===== src/rtl/axis_stall_detector.sv =====
// Per-channel AXI-Stream stall detector: flags a channel as blocked after a
// programmable run of consecutive stall cycles and records the first channel to block.
module axis_stall_detector #(
    parameter int unsigned NUM_CH        = 5,
    parameter logic [NUM_CH-1:0] CH_IS_OUTPUT = 5'b00001,
    parameter int unsigned STALL_THRESH  = 1024,
    parameter int unsigned CNT_W         = 16,
    parameter int unsigned IDX_W         = 3
) (
    input  logic              clock,
    input  logic              reset,
    input  logic              enable,
    input  logic [NUM_CH-1:0] tvalid,
    input  logic [NUM_CH-1:0] tready,
    input  logic              clear_first,
    output logic [NUM_CH-1:0] axis_block_sigs,
    output logic              any_block,
    output logic [IDX_W-1:0]  first_ch,
    output logic              first_valid
);

    typedef enum logic [1:0] {IDLE, STALLING, BLOCKED} state_t;

    localparam logic [CNT_W-1:0] THRESH = CNT_W'(STALL_THRESH);

    state_t           state_q [NUM_CH];
    state_t           state_d [NUM_CH];
    logic [CNT_W-1:0] cnt_q   [NUM_CH];
    logic [CNT_W-1:0] cnt_d   [NUM_CH];
    logic [NUM_CH-1:0] stall;
    logic [NUM_CH-1:0] block_d;
    logic [NUM_CH-1:0] enter;
    logic [IDX_W-1:0]  first_idx;

    // Output streams stall on backpressure, input streams stall on starvation.
    assign stall = (CH_IS_OUTPUT & tvalid & ~tready) | (~CH_IS_OUTPUT & tready & ~tvalid);

    always_comb begin
        for (int unsigned i = 0; i < NUM_CH; i++) begin
            state_d[i] = IDLE;
            cnt_d[i]   = '0;
            if (enable && stall[i]) begin
                unique case (state_q[i])
                    IDLE: begin
                        cnt_d[i]   = CNT_W'(1);
                        state_d[i] = (STALL_THRESH == 1) ? BLOCKED : STALLING;
                    end
                    STALLING: begin
                        cnt_d[i]   = cnt_q[i] + CNT_W'(1);
                        state_d[i] = (cnt_q[i] + CNT_W'(1) == THRESH) ? BLOCKED : STALLING;
                    end
                    BLOCKED: begin
                        cnt_d[i]   = (&cnt_q[i]) ? cnt_q[i] : cnt_q[i] + CNT_W'(1);
                        state_d[i] = BLOCKED;
                    end
                    default: begin
                        state_d[i] = IDLE;
                        cnt_d[i]   = '0;
                    end
                endcase
            end
            block_d[i] = (state_d[i] == BLOCKED);
        end

        enter = block_d & ~axis_block_sigs;

        // Scan high-to-low so the lowest entering index is the one left standing.
        first_idx = '0;
        for (int unsigned i = NUM_CH; i > 0; i--) begin
            if (enter[i-1]) begin
                first_idx = IDX_W'(i - 1);
            end
        end
    end

    always_ff @(posedge clock) begin
        if (reset) begin
            for (int unsigned i = 0; i < NUM_CH; i++) begin
                state_q[i] <= IDLE;
                cnt_q[i]   <= '0;
            end
            axis_block_sigs <= '0;
            any_block       <= 1'b0;
            first_ch        <= '0;
            first_valid     <= 1'b0;
        end else begin
            for (int unsigned i = 0; i < NUM_CH; i++) begin
                state_q[i] <= state_d[i];
                cnt_q[i]   <= cnt_d[i];
            end
            axis_block_sigs <= block_d;
            any_block       <= |block_d;
            // A fresh block entry on the re-arm edge takes priority over the clear.
            if (|enter && (!first_valid || clear_first)) begin
                first_ch    <= first_idx;
                first_valid <= 1'b1;
            end else if (clear_first) begin
                first_valid <= 1'b0;
            end
        end
    end

endmodule


===== config.mk =====
export PLATFORM = sky130hd
export DESIGN_NAME = axis_stall_detector
export DESIGN_NICKNAME = d
export VERILOG_FILES = /design/src/rtl/axis_stall_detector.sv
export SDC_FILE = /design/constraint.sdc
export NUM_CORES = 1
export LEC_CHECK = 0
export CAP_MARGIN = 20
export CORE_MARGIN = 1.5
export CORE_UTILIZATION = 56
export CTS_BUF_LIST = sky130_fd_sc_hd__clkbuf_16
export CTS_CLUSTER_DIAMETER = 120
export CTS_CLUSTER_SIZE = 8
export DETAILED_ROUTE_END_ITERATION = 10
export PLACE_DENSITY = 0.85
export SETUP_SLACK_MARGIN = 0.05
export SLEW_MARGIN = 20
export SYNTH_ARGS = -nofsm -noshare
export SYNTH_HDL_FRONTEND = slang
export SYNTH_SLANG_ARGS = --single-unit

===== constraint.sdc =====
create_clock -name clock -period 2.6 [get_ports clock]
set_input_delay 0.26 -clock clock [delete_from_list [all_inputs] [get_ports clock]]
set_output_delay 0.26 -clock clock [all_outputs]
set_load 0.03 [all_outputs]

# Yosys cells after proc, flatten, opt, wreduce, memory -nomap -nowiden
# Memory sizes are Yosys's and may differ from the RTL's.
# Cells that the tools add are included.
[op_classes]
n_addsub = 5
multipliers = 0
div_mod_pow = 0
order_cmp = 0
n_eq_ne = 20
n_shift = 0
muxes = 50
bitwise = 17
reduce_logical = 21
[op_table]
columns = ["cell", "count"]
rows = [
  ["$mux W16", 15],
  ["$pmux W16 S3", 5],
  ["$add A16 B1 Y16 const B", 5],
  ["$eq A16 B11 Y1 const B", 5],
  ["$reduce_and A16 Y1", 5],
  ["$mux W2", 15],
  ["$pmux W2 S3", 5],
  ["$eq A2 B2 Y1 const B", 10],
  ["$mux W3", 5],
  ["$not A5 Y5", 3],
  ["$and A5 B5 Y5", 2],
  ["$eq A2 B1 Y1 const B", 5],
  ["$logic_not A2 Y1", 5],
  ["$or A1 B1 Y1", 10],
  ["$reduce_or A5 Y1", 2],
  ["$logic_and A1 B1 Y1", 6],
  ["$and A1 B5 Y5", 1],
  ["$mux W1", 5],
  ["$or A5 B5 Y5", 1],
  ["$reduce_bool A2 Y1", 1],
  ["$logic_not A1 Y1", 1],
  ["$logic_or A1 B1 Y1", 1],
]
[totals]
reg_bits = 10
latch_bits = 0
ram_bits = 90
rom_bits = 0
input_bits = 14
out_inout_bits = 10
wordCells = 119
memories = 2
[mem_list]
columns = ["memory", "words", "width", "read_ports", "rd_clocked_by_memory_dff", "wr", "line", "text"]
rows = [
  ["cnt_q", 5, 16, 5, 0, 5, "28", "logic [CNT_W-1:0] cnt_q [NUM_CH];"],
  ["state_q", 5, 2, 5, 0, 5, "26", "state_t state_q [NUM_CH];"],
]

# Logic depth before layout (Yosys ltp)
# Gate-level depths: netlist of run 1.
[depth]
ltp_word = 12
depth_mapped = 10
depth_no_buf = 9

# Worst setup path after synthesis of run 1
# No wires, ideal clock.
[synth_timing]
kind = "reg2reg"
startpoint = "memory cnt_q[2][0], in the netlist cnt_q[0][32]"
endpoint = "register first_ch[1]"
arrival_ps = 2698
t_required_ps = 2512
path_slack_ps = -186
stages_incl_launch_ff = 10
n_path_buf = 0
synth_period_minus_slack_ps = 2786
cell_sequence = "dfxtp_1 ha_1 inv_1 nor4_1 xor2_1 or2b_2 o41a_1 or4_4 and2_4 o32ai_2"
[synth_rtl]
columns = ["element", "line", "text"]
rows = [
  ["start, declared", "28", ""],
  ["end signal, assigned", "95", "first_ch <= first_idx;"],
  ["end, declared", "18", "output logic [IDX_W-1:0] first_ch,"],
]

==> results of run 1 <==
-- state kept, by name, summed over array words and instances, names as in the netlist --
name,count
state_q,10
first_ch,3
any_block,1
axis_block_sigs,5
first_valid,1
cnt_q,80
-- cells in the final DEF, fill, tap and decap left out, types with 9 or more instances in the layout --
cell,n
and3_1,10
nor2b_1,10
dfxtp_1,80
ha_1,22
nor3_1,18
nand3_1,37
nand2_1,107
xor2_1,33
buf_4,72
nand4_1,19
xnor2_1,41
o21ai_0,9
clkdlybuf4s50_1,23
inv_1,28
a211oi_1,10
a21oi_1,88
dfxtp_2,17
clkbuf_16,9
nor2_1,49
-- cells in the mapped netlist (13+ instances only) --
| master | count |
|---|---|
| nand4_1 | 19 |
| clkbuf_1 | 29 |
| xnor2_1 | 41 |
| nor4_1 | 13 |
| a21oi_1 | 88 |
| dfxtp_1 | 100 |
| nor2_1 | 50 |
| nor3_1 | 23 |
| inv_1 | 28 |
| ha_1 | 25 |
| nand3_1 | 38 |
| xor2_1 | 34 |
| nand2_1 | 108 |
-- cell families (layout without fill, tap and decap cells) --
kind of cell / after synthesis / after routing
fa+ha+maj: 25 / 25
buf+inv: 63 / 141
xor+xnor: 75 / 75
compound gates: 153 / 153
mux: 5 / 5
flops: 100 / 100
simple gates: 334 / 334
-- timing repair --
item	in CTS	in global routing
endpoints found under the setup margin	6	12
pin swaps	6	6
resized for setup	24	17
setup buffers	0	1
-- where the power goes --
part | switching, W | internal, W | total, W
logic | 0.0000495 | 0.0000402 | 0.0000897
clock network | 0.000581 | 0.000832 | 0.00141
registers | 0.00000626 | 0.00153 | 0.00154
total | 0.000637 | 0.00240 | 0.00304
-- per-stage QoR --
stage / utilization, % / hold WS [ns] / setup TNS, ns
final: 70.9 / 0.482 / -0.0531
after CTS: 70.4 / 0.508 / -0.0563
after floorplan: - / 0.469 / 0
after detailed placement: 66.3 / 0.498 / -0.291
after global routing: 70.9 / 0.530 / -0.470
after global placement: 66.3 / 0.486 / -0.0227
-- worst max-delay path by stage --
stage                       startpoint  cells after the start  slack [ns]          end
after floorplan           cnt_q[0][48]                      9       0.006  first_ch[1]
final                     cnt_q[0][52]                      8       -0.04  first_ch[1]
after global placement    cnt_q[0][33]                      9       -0.02  first_ch[1]
after detailed placement  cnt_q[0][35]                      8       -0.13  first_ch[0]
after CTS                 cnt_q[0][33]                      9       -0.04  first_ch[1]
after global routing      cnt_q[0][53]                      9       -0.14  first_ch[0]
-- worst max-delay path, stage by stage (launching register included) --
cell and delay, ns:
dfxtp_2 0.39, nand2_2 0.08, or3_1 0.42, a2111oi_4 0.35, o221ai_2 0.16, or3_4 0.41
a211o_1 0.34, and2_4 0.18, o32ai_2 0.22
-- layout make-up --
| class | instances | area share, % |
|---|---|---|
| clock buffers | 9 | 3.08 |
| well taps | 136 | 2.32 |
| repair buffers | 97 | 11.0 |
| multi-input cells | 592 | 53.3 |
| clock inverters | 7 | 1.13 |
| inverters | 28 | 1.47 |
| flip-flops and latches | 100 | 27.8 |
-- metal layers --
metal / global-route usage [%] / wire, µm / part of all wire (%)
met3: 4.60 / 888 / 5.7
met4: 13.6 / 454 / 2.9
met1: 33.4 / 6410 / 41
met2: 48.2 / 7820 / 50
met5: 0 / 0 / 0
==> results.cfg, run 1 <==
[timing]
finalWorstSetupSlack_ns = -0.0439
fin_crit_sh_pct = 102
fmaxAchievable_mhz = 378
worst_slew_pin_slew_ns = 0.518
finalSetupViolations = 3
period_needed_ns = 2.64
slew_headroom_pct = 65.5
fin_skew_ns = 0.00616
slew_viol_final = 0
rsz0062_at_grt = yes
hold_violations = 0

[synthesis]
syn_inst = 755
synth.distinct_cells = 71
synth_compound_area_share_pct = 16.1
synthMuxAreaShare_pct = 0.860
synth_xor_area_share_pct = 11.0
async_flop_share_pct = 0
ys_seq_area_share_pct = 33.6
synth_area_mm2 = 0.00597
synth_area_leaders = dfxtp_1, a21oi_1, nand2_1, xnor2_1, ha_1
synth_top_family_by_area = simple AND/OR/NAND/NOR gates
syn-num-nets = 794
synthAdderAreaFrac_pct = 5.24
yosys.area.top_type_share_pct = 33.6
synth_edf_count = 0
avgSynthCellArea_um2 = 7.90
synth_flop_cell = dfxtp_1
synth_warnings = 0
synthSimpleGateAreaFrac_pct = 29.1
synth_area_leader_cell = dfxtp_1
synth-seq-cells = 100

[detailed_routing]
wl_per_cell_um = 16.1
antenna_left = 0
drc = 0
wl_mm = 15.6
viasPerCell = 5.99
vias = 5800
first_iter_violations = 290
drt_first_pass_iters = 5

[worst_setup_path]
worst-path-max-fanout = 5
r2r_slack_ns = -0.04
rr_worst_depth = 8
cp-end-kind = flip-flop
cp.arrival_ns = 2.91
r2r_end = first_ch[1]
r2r-start = cnt_q[0][52]
required_ns = 2.87
critPathKind = flip-flop to flip-flop
worstSetupStartpointType = flip-flop

[cts]
clk_latency_ns = 0.35
hold_buffers = 0
cts_max_level = 3
cts_buffer_depth = 2
cts_tree = done
root_buffer = clkbuf_16
clkTransAtPathRegs_ns = 0.07
cts.sinks = 100
cts_buffers = 9

[global_route]
grt.total_usage_pct = 27.9
grt_pass1_vias = 5674
grt_max_degree = 20
grt_pass1_wl_mm = 25.5
antenna_found_initial = 0
grt_remaining_overflow = 0

[power]
leakagePower_nw = 2.77
ir_drop_mv = 0.280
p_per_area_mw_per_mm2 = 415
finalPower_w = 0.00304

[placement]
pre_cts_slack_ns = -0.130
dp_cells = 952
gp_congestion = 0.892
place_area_mm2 = 0.00685
dp_hpwl_mm = 10.8
io_buffers = 23

[final_layout]
final_area_mm2 = 0.00732
antenna_cells = 0
multi_input_area_mm2 = 0.00390
drive_gt1_share_pct = 19.0
n_fill_cell = 782
regArea_mm2 = 0.00203
final_cell_count_no_fill = 969
nNetsFinal = 867
areaGrowthSynthToFinish_pct = 22.8

[floorplanning]
initial_core_util_pct = 57.8
rows = 37
die_area_mm2 = 0.0113
fp.dieW_um = 106
die_h_um = 106
core_area_mm2 = 0.0103
num_io_pins = 24

[hold_path]
worstHoldStart = cnt_q[0][49]
hold_path_depth = 2
hold_class = flip-flop to flip-flop
whs_endpoint = cnt_q[0][49]

[outcome]
status = complete, but fails checks
violations = setup timing

[flow_run]
cap_violations = 0
Power figures use the tool's default switching activity.
==> run 2: changes to the inputs <==
--- a/config.mk
+++ b/config.mk
@@ -7,12 +7,12 @@
 export LEC_CHECK = 0
 export CAP_MARGIN = 20
 export CORE_MARGIN = 1.5
-export CORE_UTILIZATION = 56
+export CORE_UTILIZATION = 61
 export CTS_BUF_LIST = sky130_fd_sc_hd__clkbuf_16
 export CTS_CLUSTER_DIAMETER = 120
 export CTS_CLUSTER_SIZE = 8
 export DETAILED_ROUTE_END_ITERATION = 10
-export PLACE_DENSITY = 0.85
+export PLACE_DENSITY = 0.88
 export SETUP_SLACK_MARGIN = 0.05
 export SLEW_MARGIN = 20
 export SYNTH_ARGS = -nofsm -noshare
==> constraint.sdc (replaced) <==
create_clock -name clock -period 2.9 [get_ports clock]
set_input_delay 0.29 -clock clock [delete_from_list [all_inputs] [get_ports clock]]
set_output_delay 0.29 -clock clock [all_outputs]
set_load 0.03 [all_outputs]
==> run 2 against run 1 <==
Net effect: the flow still finishes with violations (setup timing); largest power group unchanged; register-to-register slack improved by 0.02 ns; die area shrank 8.0%; setup slack better by 0.025 ns; maximum frequency down 9.4%; largest cell class unchanged; count of clock-buffer cells in the layout unchanged.
==> results.cfg, run 2 (synthesis results as in run 1) <==
[outcome]
status = complete, but fails checks
violations = setup timing

[floorplanning]
fp.dieW_um = 102
die_area_mm2 = 0.0104
initial_core_util_pct = 63.7
core_area_mm2 = 0.00937
num_io_pins = 24
die_h_um = 102
rows = 35

[flow_run]
cap_violations = 0

[detailed_routing]
drt_first_pass_iters = 5
wl_per_cell_um = 16.5
antenna_left = 0
wl_mm = 15.3
first_iter_violations = 351
vias = 5728
drc = 0
viasPerCell = 6.21

[cts]
clk_latency_ns = 0.34
cts_max_level = 3
cts.sinks = 100
hold_buffers = 0
cts_tree = done
cts_buffers = 9
root_buffer = clkbuf_16
cts_buffer_depth = 2
clkTransAtPathRegs_ns = 0.07

[worst_setup_path]
worst-path-max-fanout = 7
r2r_end = first_ch[1]
required_ns = 3.15
r2r-start = cnt_q[0][55]
critPathKind = flip-flop to flip-flop
cp.arrival_ns = 3.17
cp-end-kind = flip-flop
r2r_slack_ns = -0.02
rr_worst_depth = 9
worstSetupStartpointType = flip-flop

[global_route]
grt_pass1_wl_mm = 24.6
grt.total_usage_pct = 29.4
grt_pass1_vias = 5349
grt_max_degree = 20
grt_remaining_overflow = 0
antenna_found_initial = 1

[timing]
fmaxAchievable_mhz = 343
slew_viol_final = 0
fin_crit_sh_pct = 101
finalWorstSetupSlack_ns = -0.0194
period_needed_ns = 2.92
fin_skew_ns = 0.00576
hold_violations = 0
worst_slew_pin_slew_ns = 0.574
rsz0062_at_grt = yes
slew_headroom_pct = 61.8
finalSetupViolations = 1

[hold_path]
hold_class = flip-flop to flip-flop
worstHoldStart = cnt_q[0][49]
whs_endpoint = cnt_q[0][49]
hold_path_depth = 2

[power]
ir_drop_mv = 0.234
finalPower_w = 0.00261
leakagePower_nw = 2.58
p_per_area_mw_per_mm2 = 376

[final_layout]
final_area_mm2 = 0.00693
layout_common_cells = nand2_1, a21oi_1, dfxtp_1, nor2_1, xnor2_1
reg.largest.list = cnt_q (80), state_q (10), axis_block_sigs (5)
final_core_util_pct = 74.0
final_common_cell = nand2_1
areaGrowthSynthToFinish_pct = 16.2
drive_gt1_share_pct = 12.5
largest_register_ffs = 80
nNetsFinal = 829
antenna_cells = 0
top_register = cnt_q
final_cell_count_no_fill = 923

[placement]
place_area_mm2 = 0.00643
gp_congestion = 0.970
dp_hpwl_mm = 9.97
dp_cells = 901
io_buffers = 23
==> run 2: cell count changes in the layout (fill, tap and decap cells not counted), sizes merged <==
cell	delta
buf	-38
clkinv	-2
inv	+2
bufinv	-1
==> run 2: how the worst max path moves through the flow <==
stage | from | end | slack (ns) | depth (start not counted)
floorplan | cnt_q[0][32] | first_ch[1] | 0.11 | 9
global placement | cnt_q[0][35] | first_ch[1] | 0.16 | 8
detailed placement | cnt_q[0][48] | first_ch[0] | 0.04 | 9
CTS | cnt_q[0][48] | first_ch[1] | 0.06 | 8
global route | cnt_q[0][43] | first_ch[1] | -0.07 | 9
finish | cnt_q[0][55] | first_ch[1] | -0.02 | 9
==> run 2: what timing repair did <==
action                     4_1_cts  5_1_grt
setup endpoints to repair        2        4
pin swaps                        2       14
gates resized for setup          9       31
setup buffers                    1        6
==> run 2: final cells by class <==
class,instances,area (µm²)
clock buffers,9,225
flip-flops and latches,100,2030
well taps,129,161
fillers,693,2440
repair buffers,59,504
clock inverters,6,50.0
multi-input cells,592,3860
inverters,28,105
==> run 2: worst max-delay path, cell delays in order, from the launching register on <==
cell and delay [ns]:
dfxtp_1 0.48, nand4_1 0.22, buf_4 0.21, nor3_1 0.41, and3_1 0.24, o211ai_1 0.15, or3_4 0.37, a211o_1 0.35
and2_4 0.18, o32ai_2 0.21
==> run 2: where the power goes <==
part | switching, W | internal [W] | total, W
combinational | 0.0000425 | 0.0000342 | 0.0000767
clock | 0.000501 | 0.000651 | 0.00115
sequential | 0.00000520 | 0.00137 | 0.00138
total | 0.000549 | 0.00206 | 0.00261
==> run 2: layer usage <==
| layer | share of wire (%) | up-vias | routed length [µm] | GRT usage (%) |
|---|---|---|---|---|
| met3 | 7.9 | 54 | 1210 | 6.98 |
| li1 | - | 2728 | - | - |
| met5 | 0.052 | - | 8 | 0 |
| met1 | 40 | 2682 | 6120 | 35.7 |
| met4 | 3.2 | 2 | 488 | 12.1 |
| met2 | 49 | 262 | 7450 | 50.3 |
==> run 2: per-stage QoR <==
stage | hold slack [ns] | worst slack (ns) | TNS [ns]
final | 0.517 | -0.0194 | -0.0194
after detailed placement | 0.509 | 0.0418 | 0
after global placement | 0.491 | 0.162 | 0
after global routing | 0.545 | -0.0684 | -0.145
after floorplan | 0.477 | 0.114 | 0
after CTS | 0.518 | 0.0633 | 0
==> run 3: changes to the inputs <==
--- a/config.mk
+++ b/config.mk
@@ -6,8 +6,9 @@
 export NUM_CORES = 1
 export LEC_CHECK = 0
 export CAP_MARGIN = 20
-export CORE_MARGIN = 1.5
-export CORE_UTILIZATION = 61
+export CELL_PAD_IN_SITES_DETAIL_PLACEMENT = 1
+export CELL_PAD_IN_SITES_GLOBAL_PLACEMENT = 1
+export CORE_UTILIZATION = 46
 export CTS_BUF_LIST = sky130_fd_sc_hd__clkbuf_16
 export CTS_CLUSTER_DIAMETER = 120
 export CTS_CLUSTER_SIZE = 8
==> run 3 against run 2 <==
Net effect: the run now ends clean; setup slack better by 0.12 ns; count of clock-buffer cells in the layout stayed put; core utilization is 18 points lower; combinational power is 3.4% higher; final cell count is 4.8% higher; non-clock buffer count is 1 higher; critical path depth stayed put; critical path type unchanged; largest power group unchanged.
==> results.cfg, run 3 (synthesis results as in run 1) <==
[outcome]
status = finished, final reports clean

[power]
ir_drop_mv = 0.296
leakagePower_nw = 2.59
p_per_area_mw_per_mm2 = 391

[final_layout]
layout_common_cells = nand2_1, a21oi_1, dfxtp_1, nor2_1, xnor2_1
final_cell_count_no_fill = 967
final_common_cell = nand2_1
largest_register_ffs = 80
reg.largest.list = cnt_q (80), state_q (10), axis_block_sigs (5)
n_fill_cell = 1554
final_area_mm2 = 0.00701
areaGrowthSynthToFinish_pct = 17.5
drive_gt1_share_pct = 13.2
antenna_cells = 0
top_register = cnt_q
nNetsFinal = 830

[worst_setup_path]
setup.worst_path.start = cnt_q[0][32]
worst-path-max-fanout = 5
r2r_end = first_ch[1]
critPathSlowestCell = or4_4
cp.arrival_ns = 3.06
cp-endpoint = first_ch[1]
r2r_slack_ns = 0.10
critPathKind = flip-flop to flip-flop
worstSetupStartpointType = flip-flop
cp-end-kind = flip-flop
path_cells = ha_4 > nand3_2 > nor4_4 > xor2_1 > a211o_1 > o41a_1 > or4_4 > and2_4 > o32ai_2
r2r-start = cnt_q[0][32]
required_ns = 3.16
cpPeakStageDelay_ns = 0.45
rr_worst_depth = 9

[cts]
cts_max_level = 3
cts.sinks = 100
clkTransAtPathRegs_ns = 0.07
root_buffer = clkbuf_16
clk_latency_ns = 0.36
cts_buffers = 9
cts_tree = done
cts_buffer_depth = 2
hold_buffers = 0

[detailed_routing]
drt_first_pass_iters = 4
wl_mm = 17.8
viasPerCell = 5.85
antenna_left = 0
wl_per_cell_um = 18.4
first_iter_violations = 299
drc = 0
vias = 5656

[timing]
slew_viol_final = 0
whs_ns = 0.500
hold_violations = 0
rsz0062_at_grt = no
finalSetupViolations = 0
slew_headroom_pct = 58.3
fmaxAchievable_mhz = 358
period_needed_ns = 2.80
fin_crit_sh_pct = 96.4
finalWorstSetupSlack_ns = 0.104
fin_tns_setup_ns = 0
worst_slew_pin_slew_ns = 0.620
fin_skew_ns = 0.0122

[placement]
dp_hpwl_mm = 11.8
place_area_mm2 = 0.00648
pre_cts_slack_ns = -0.0921
dp_cells = 943
io_buffers = 23
gp_congestion = 0.880

[global_route]
grt_remaining_overflow = 0
grt_pass1_vias = 5807
grt.total_usage_pct = 26.7
grt_max_degree = 20
antenna_found_initial = 0
grt_pass1_wl_mm = 28.2

[floorplanning]
initial_core_util_pct = 47.3
rows = 41
die_h_um = 116
fp.dieW_um = 116
die_area_mm2 = 0.0134
core_area_mm2 = 0.0126
num_io_pins = 24

[hold_path]
hold_class = flip-flop to flip-flop

[flow_run]
cap_violations = 0
[run 3: repair_timing]
| item | in CTS | in global routing |
|---|---|---|
| setup endpoints to repair | 4 | 8 |
| setup buffers | 1 | 8 |
| pin swaps | 2 | 10 |
| gates cloned | 0 | 0 |
| gates resized for setup | 14 | 23 |
| hold endpoints to repair | 0 | 0 |
[run 3: metrics by stage]
| step | total power (W) | utilization [%] |
|---|---|---|
| 4_1_cts | 0.00277 | 54.2 |
| 3_3_place_gp | 0.00148 | 51.4 |
| 2_1_floorplan | 0.00145 | - |
| 3_5_place_dp | 0.00149 | 51.4 |
| 6_report | 0.00274 | 55.5 |
| 5_1_grt | 0.00283 | 55.5 |
[run 3: area by class of cell]
type / instances / area [µm²] / area share, %
Sequential cell: 100 / 2020 / 28.8
Multi-Input combinational cell: 592 / 3850 / 55.0
Timing Repair Buffer: 60 / 508 / 7.25
Clock inverter: 6 / 81.3 / 1.16
Tap cell: 172 / 215 / 3.07
Clock buffer: 9 / 225 / 3.21
Inverter: 28 / 108 / 1.54
[run 3: how the worst min path moves through the flow]
| stage | startpoint | to | cells after the start |
|---|---|---|---|
| CTS | first_ch[0] | first_ch[0] | 2 |
| detailed placement | first_ch[0] | first_ch[0] | 2 |
| finish | cnt_q[0][49] | cnt_q[0][49] | 2 |
| global route | cnt_q[0][49] | cnt_q[0][49] | 2 |
| global placement | first_ch[0] | first_ch[0] | 2 |
| floorplan | state_q[0][1] | state_q[0][1] | 2 |
[run 3: metal layers]
metal / share of wire, % / track usage, % / up-vias
met5: 0 / 0 / -
met4: 2.9 / 12.6 / 0
met3: 1.9 / 3.50 / 41
met2: 51 / 47.5 / 91
met1: 44 / 31.6 / 2794
li1: - / - / 2730
[run 3: power breakdown]
part,internal (W),switching (W)
clock network,0.000746,0.000535
logic,0.0000345,0.0000448
registers,0.00138,0.00000580
total,0.00216,0.000586
[run 3: critical path, delay by kind of cell (launching register included)]
| kind | cells | cell delay [ns] |
|---|---|---|
| xor+xnor | 1 | 0.13 |
| compound gates | 3 | 0.93 |
| fa+ha+maj | 1 | 0.20 |
| simple gates | 4 | 1.06 |
| flops | 1 | 0.37 |
